[config.mk]
export PLATFORM = sky130hd
export DESIGN_NAME = sram_port_arbiter
export DESIGN_NICKNAME = d
export VERILOG_FILES = /design/src/rtl/sram_port_arbiter.sv
export SDC_FILE = /design/constraint.sdc
export NUM_CORES = 1
export LEC_CHECK = 0
export CORE_UTILIZATION = 41
export DETAILED_ROUTE_END_ITERATION = 7
export PLACE_DENSITY_LB_ADDON = 0.1
export SKIP_LAST_GASP = 1
export SLEW_MARGIN = 20
export SYNTH_ARGS = -nofsm -noshare
export SYNTH_HDL_FRONTEND = slang
export SYNTH_SLANG_ARGS = --single-unit
[constraint.sdc]
create_clock -name clk -period 2 [get_ports clk]
set_clock_uncertainty 0.1 [all_clocks]
set_input_delay 0.2 -clock clk [delete_from_list [all_inputs] [get_ports clk]]
set_output_delay 0.2 -clock clk [all_outputs]
set_load 0.005 [all_outputs]
[src/rtl/sram_port_arbiter.sv]
// Two-port round-robin arbiter in front of a single-ported SRAM macro.
// One access is in flight at a time: a write occupies one ACC cycle, a read
// runs ACC -> RDWAIT -> RESP, with read data returned to the winning port
// together with a one-cycle valid strobe. Every output comes from a register.
module sram_port_arbiter #(
  parameter int ADDR_W = 5,
  parameter int DATA_W = 32
) (
  input  logic              clk,
  input  logic              rst_n,
  // port 0 (UART command controller)
  input  logic              p0_req,
  input  logic              p0_we,
  input  logic [ADDR_W-1:0] p0_addr,
  input  logic [DATA_W-1:0] p0_wdata,
  output logic              p0_gnt,
  output logic              p0_rvalid,
  output logic [DATA_W-1:0] p0_rdata,
  // port 1 (fill / self-test engine or second host)
  input  logic              p1_req,
  input  logic              p1_we,
  input  logic [ADDR_W-1:0] p1_addr,
  input  logic [DATA_W-1:0] p1_wdata,
  output logic              p1_gnt,
  output logic              p1_rvalid,
  output logic [DATA_W-1:0] p1_rdata,
  // SRAM macro pins
  output logic              csb_n,
  output logic              we_n,
  output logic [ADDR_W-1:0] sram_addr,
  output logic [DATA_W-1:0] sram_data_in,
  input  logic [DATA_W-1:0] sram_data_out,
  // status
  output logic              busy
);

  typedef enum logic [1:0] {
    IDLE   = 2'd0,
    ACC    = 2'd1,
    RDWAIT = 2'd2,
    RESP   = 2'd3
  } state_e;

  state_e              state_q;
  logic                last_q;      // port that won the most recent access
  logic                win_q;       // port owning the access in flight
  logic                we_q;        // access in flight is a write
  logic                csb_n_q;
  logic                we_n_q;
  logic [ADDR_W-1:0]   sram_addr_q;
  logic [DATA_W-1:0]   sram_data_in_q;
  logic                p0_gnt_q;
  logic                p1_gnt_q;
  logic                p0_rvalid_q;
  logic                p1_rvalid_q;
  logic [DATA_W-1:0]   p0_rdata_q;
  logic [DATA_W-1:0]   p1_rdata_q;
  logic                busy_q;

  // Arbitration result and the winner's command, valid while in IDLE.
  logic                any_req;
  logic                win_d;
  logic                we_d;
  logic [ADDR_W-1:0]   addr_d;
  logic [DATA_W-1:0]   wdata_d;

  // Pick the winner: a lone requester wins; on a tie the port that did not
  // go last wins, which bounds any wait to one foreign access.
  always_comb begin
    // NOTE: every signal gets a default before any branch so no latch is inferred.
    any_req = p0_req | p1_req;
    win_d   = 1'b0;
    if (p0_req && p1_req) begin
      win_d = ~last_q;
    end else if (p1_req) begin
      win_d = 1'b1;
    end
    we_d    = win_d ? p1_we    : p0_we;
    addr_d  = win_d ? p1_addr  : p0_addr;
    wdata_d = win_d ? p1_wdata : p0_wdata;
  end

  // Access sequencer: registers the winner's command, drives the SRAM pins
  // for one cycle, and routes returned read data to the owning port.
  always_ff @(posedge clk or negedge rst_n) begin
    if (!rst_n) begin
      state_q        <= IDLE;
      last_q         <= 1'b1;
      win_q          <= 1'b0;
      we_q           <= 1'b0;
      csb_n_q        <= 1'b1;
      we_n_q         <= 1'b1;
      sram_addr_q    <= '0;
      sram_data_in_q <= '0;
      p0_gnt_q       <= 1'b0;
      p1_gnt_q       <= 1'b0;
      p0_rvalid_q    <= 1'b0;
      p1_rvalid_q    <= 1'b0;
      p0_rdata_q     <= '0;
      p1_rdata_q     <= '0;
      busy_q         <= 1'b0;
    end else begin
      // NOTE: sequential state uses non-blocking assignments, so the pulse
      // defaults below are simply overridden by later assignments in the case.
      p0_gnt_q    <= 1'b0;
      p1_gnt_q    <= 1'b0;
      p0_rvalid_q <= 1'b0;
      p1_rvalid_q <= 1'b0;

      case (state_q)
        IDLE: begin
          if (any_req) begin
            state_q        <= ACC;
            busy_q         <= 1'b1;
            win_q          <= win_d;
            we_q           <= we_d;
            sram_addr_q    <= addr_d;
            sram_data_in_q <= wdata_d;
            csb_n_q        <= 1'b0;
            we_n_q         <= ~we_d;
            p0_gnt_q       <= ~win_d;
            p1_gnt_q       <= win_d;
          end
        end

        ACC: begin
          // Address and write data stay on the pins; only the strobes drop.
          csb_n_q <= 1'b1;
          we_n_q  <= 1'b1;
          last_q  <= win_q;
          if (we_q) begin
            state_q <= IDLE;
            busy_q  <= 1'b0;
          end else begin
            state_q <= RDWAIT;
          end
        end

        RDWAIT: begin
          // The macro presents read data this cycle; each port keeps its own copy.
          if (win_q) begin
            p1_rdata_q  <= sram_data_out;
            p1_rvalid_q <= 1'b1;
          end else begin
            p0_rdata_q  <= sram_data_out;
            p0_rvalid_q <= 1'b1;
          end
          state_q <= RESP;
        end

        RESP: begin
          state_q <= IDLE;
          busy_q  <= 1'b0;
        end

        default: begin
          state_q <= IDLE;
          busy_q  <= 1'b0;
        end
      endcase
    end
  end

  assign csb_n        = csb_n_q;
  assign we_n         = we_n_q;
  assign sram_addr    = sram_addr_q;
  assign sram_data_in = sram_data_in_q;
  assign p0_gnt       = p0_gnt_q;
  assign p1_gnt       = p1_gnt_q;
  assign p0_rvalid    = p0_rvalid_q;
  assign p1_rvalid    = p1_rvalid_q;
  assign p0_rdata     = p0_rdata_q;
  assign p1_rdata     = p1_rdata_q;
  assign busy         = busy_q;

endmodule

==> metrics.md <==
| Metric | Value |
|---|---|
| Die width | about 110 um |
| Final min period | 1840 ps |
| Number of synthesized register bits | 113 |
| Leak | 3.19 nW |
| Synth unique cells | 23 |
| Yosys synthesis warning count | 0 |
| Register-to-Register Setup Slack | 380 ps |
| TNS Setup | 0 ps |
| Synth Instances | approximately 380 |
| Worst slew pin tran | 439 ps |
| GPL Wtd Cong | 0.832 |
| Fin cells | 762 |
| Drt total wl | 12500 um |
| Post-DP HPWL | 9020 um |
| Top delay family on crit path | flip-flops |
| H-Tree Depth | 4 |
| Synth area leader | dfrtp_1 |
| Max-slew violation count | 0 |
| Most numerous cell in the Yosys netlist | dfrtp_1 |
| Fmax | 0.543 GHz |
| First-pass GRT wire length | 19600 um |
| Util after Layout | between 70% and 80% |
| Vias in the first global route | approximately 4000 |
| Clock Latency Late Sink | 490 ps |
| Placed insts | 729 |
| Worst setup path category | reg2out |
| R2R depth | 4 |
| CP required | 1700 ps |
| Antenna violations before repair | 0 |
| Routed vias/inst | between 5 and 6 |
| Starting density of the core | 42.0% |
| Post-synth top area share | 60.5% |
| DR WL/cell | 16.4 um |
| Max cap viols | 0 |
| Total GRT Usage | 22.2% |
| CP max stage cell | dfstp_2 |
| Vias | approximately 3900 |
| Synth top area cells | dfrtp_1, mux2_2, nand2_1 |
| Final setup vio count | 0 |
| Layout overhead on the synthesized area | 67.3% |
| Stages on worst setup path | 1 |
| Clk pin slew, worst setup/hold paths | ~60 ps |
| Total gr overflow | 0 |
| Crit path cell chain | clkdlybuf4s50_1 |
| Initial detailed-routing violation count | 182 |
| Fin crit share | 92.1% |
| Ys flop type | dfrtp_1 |
| Syn avg cell area | roughly 12 um2 |
| Row Count | 38 |
| Die Y | 107 um |
| VDD IR-drop max | 0.683 mV |
| Drt drc | 0 |
| Clk root buf | clkbuf_8 |
| I/O Buffers | around 220 |
| CP Data Arrival Time | between 1500 and 2000 ps |
| Total Power | 11.9 mW |
| Number of top-level design ports | 220 |
| Crit path max fanout | 2 |
| Final Hold Viols | 0 |
| Longest Clk Path Bufs | 2 |
| CTS tree | done |
| Commonest cells in the synthesized netlist | dfrtp_1, nand2_1, mux2_2 |
| Worst Setup Start Kind | flop |
| Status | finished, final reports clean |
| CTS Buf Count | 17 |
| Largest net degree at the start of global routing | 36 |
| Crit path buffers/inverters | 1 |
| Post-route ant nets | 0 |
| Asr flop ratio synth | 100% |
| RSZ-0062 raised after global routing | no |
| Dpl cell area | 6990 um2 |
| Worst hold slack | about 100 ps |
| Clock sinks | 113 |
| Core area | 10800 um2 |
| Die area | 11500 um2 |
| Layout cells sized above 1 | 19.3% |
| Final Cell Area | ~7600 um2 |
| PD cells | around 1600 nW/um2 |
| Post-synth EDFFs | 0 |
| Final worst-path setup slack | 157 ps |
| Syn Nets | approximately 500 |
| Crit path largest cell delay | 530 ps |
| Pre-CTS WS | 211 ps |
| Final Net Count | 721 |
| Relative slew slack | a little over two thirds |
| Hold crit path type | in2async |
| First-pass iteration count of the detailed router | 5 |
| Critical path capture point type | output port |
| ANT cells | 0 |
| Sequential cell area fraction in the yosys report | between 60% and 70% |
| Synthesized cell area | 4550 um2 |
-- report_power, final --
group	switching, mW	internal, mW	total (mW)	leakage, nW
registers	0.654	3.46	4.11	1.31
logic	1.69	3.12	4.82	1.59
clock network	1.07	1.95	3.02	0.289
total	3.42	8.53	11.9	3.19
-- kinds of logic after synthesis --
logic type             count (synthesis)  share of synthesized area (%)
AOI/OAI and AO/OA                     85                           10.9
buffers and inverters                 30                           3.00
DFF                                  113                           62.2
muxes                                 65                           16.1
and+or+nand+nor                       90                           7.81
-- layout make-up --
| cell class | count | area (um2) |
|---|---|---|
| Multi-Input combinational cell | 240 | 1600 |
| Tap cell | 140 | 175 |
| Timing Repair Buffer | 235 | 2390 |
| Clock inverter | 14 | 179 |
| Fill cell | 862 | 3230 |
| Clock buffer | 18 | 428 |
| Sequential cell | 113 | 2830 |
| Inverter | 2 | 7.51 |
-- registers in the layout, indices dropped and copies added, names as in the netlist, 5 cells and up, named ones only --
| name | cells |
|---|---|
| p1_rdata | 32 |
| p0_rdata | 32 |
| sram_data_in | 32 |
| sram_addr | 5 |
-- path summary, 6_finish.rpt --
path	to	from
worst max register to register	sram_data_in[23]	state_q[0]
max in group asynchronous	sram_data_in[16]	rst_n
worst min-delay path	p0_rdata[27]	rst_n
min in group clk	sram_data_in[21]	p0_wdata[21]
worst max-delay path	we_n	we_n
worst min register to register	p0_rdata[3]	p0_rdata[3]
-- placed cells by master, fill, tap and decap left out, types with 2 or more instances in the layout --
cell | synthesis | final
buf_12 | 0 | 6
a21oi_1 | 39 | 39
buf_4 | 3 | 10
a21o_1 | 3 | 3
dfstp_2 | 3 | 3
bufinv_16 | 0 | 3
clkinv_4 | 0 | 3
mux2_2 | 64 | 64
nand2_1 | 79 | 79
a31oi_1 | 38 | 38
clkbuf_8 | 0 | 2
nor2_1 | 5 | 4
clkinvlp_4 | 0 | 3
clkbuf_16 | 0 | 16
inv_6 | 0 | 4
clkdlybuf4s50_1 | 0 | 218
dfrtp_1 | 110 | 110
nor2b_1 | 2 | 2
-- repair_timing --
item | CTS | global route
gates resized for setup | 0 | 0
setup endpoints to repair | 0 | 0
hold endpoints to repair | 59 | 0
setup buffers | 0 | 0
hold buffers | 1 | 0
-- per-layer routing --
metal	part of all wire [%]	track usage [%]	wire [um]	vias up
met4	1.5	7.73	191	0
met3	7.1	6.96	881	16
met1	41	25.8	5120	1908
li1	-	-	-	1805
met5	0	0	0	-
met2	50	38.5	6280	149
Note: power is estimated with default switching activity, not from simulation.
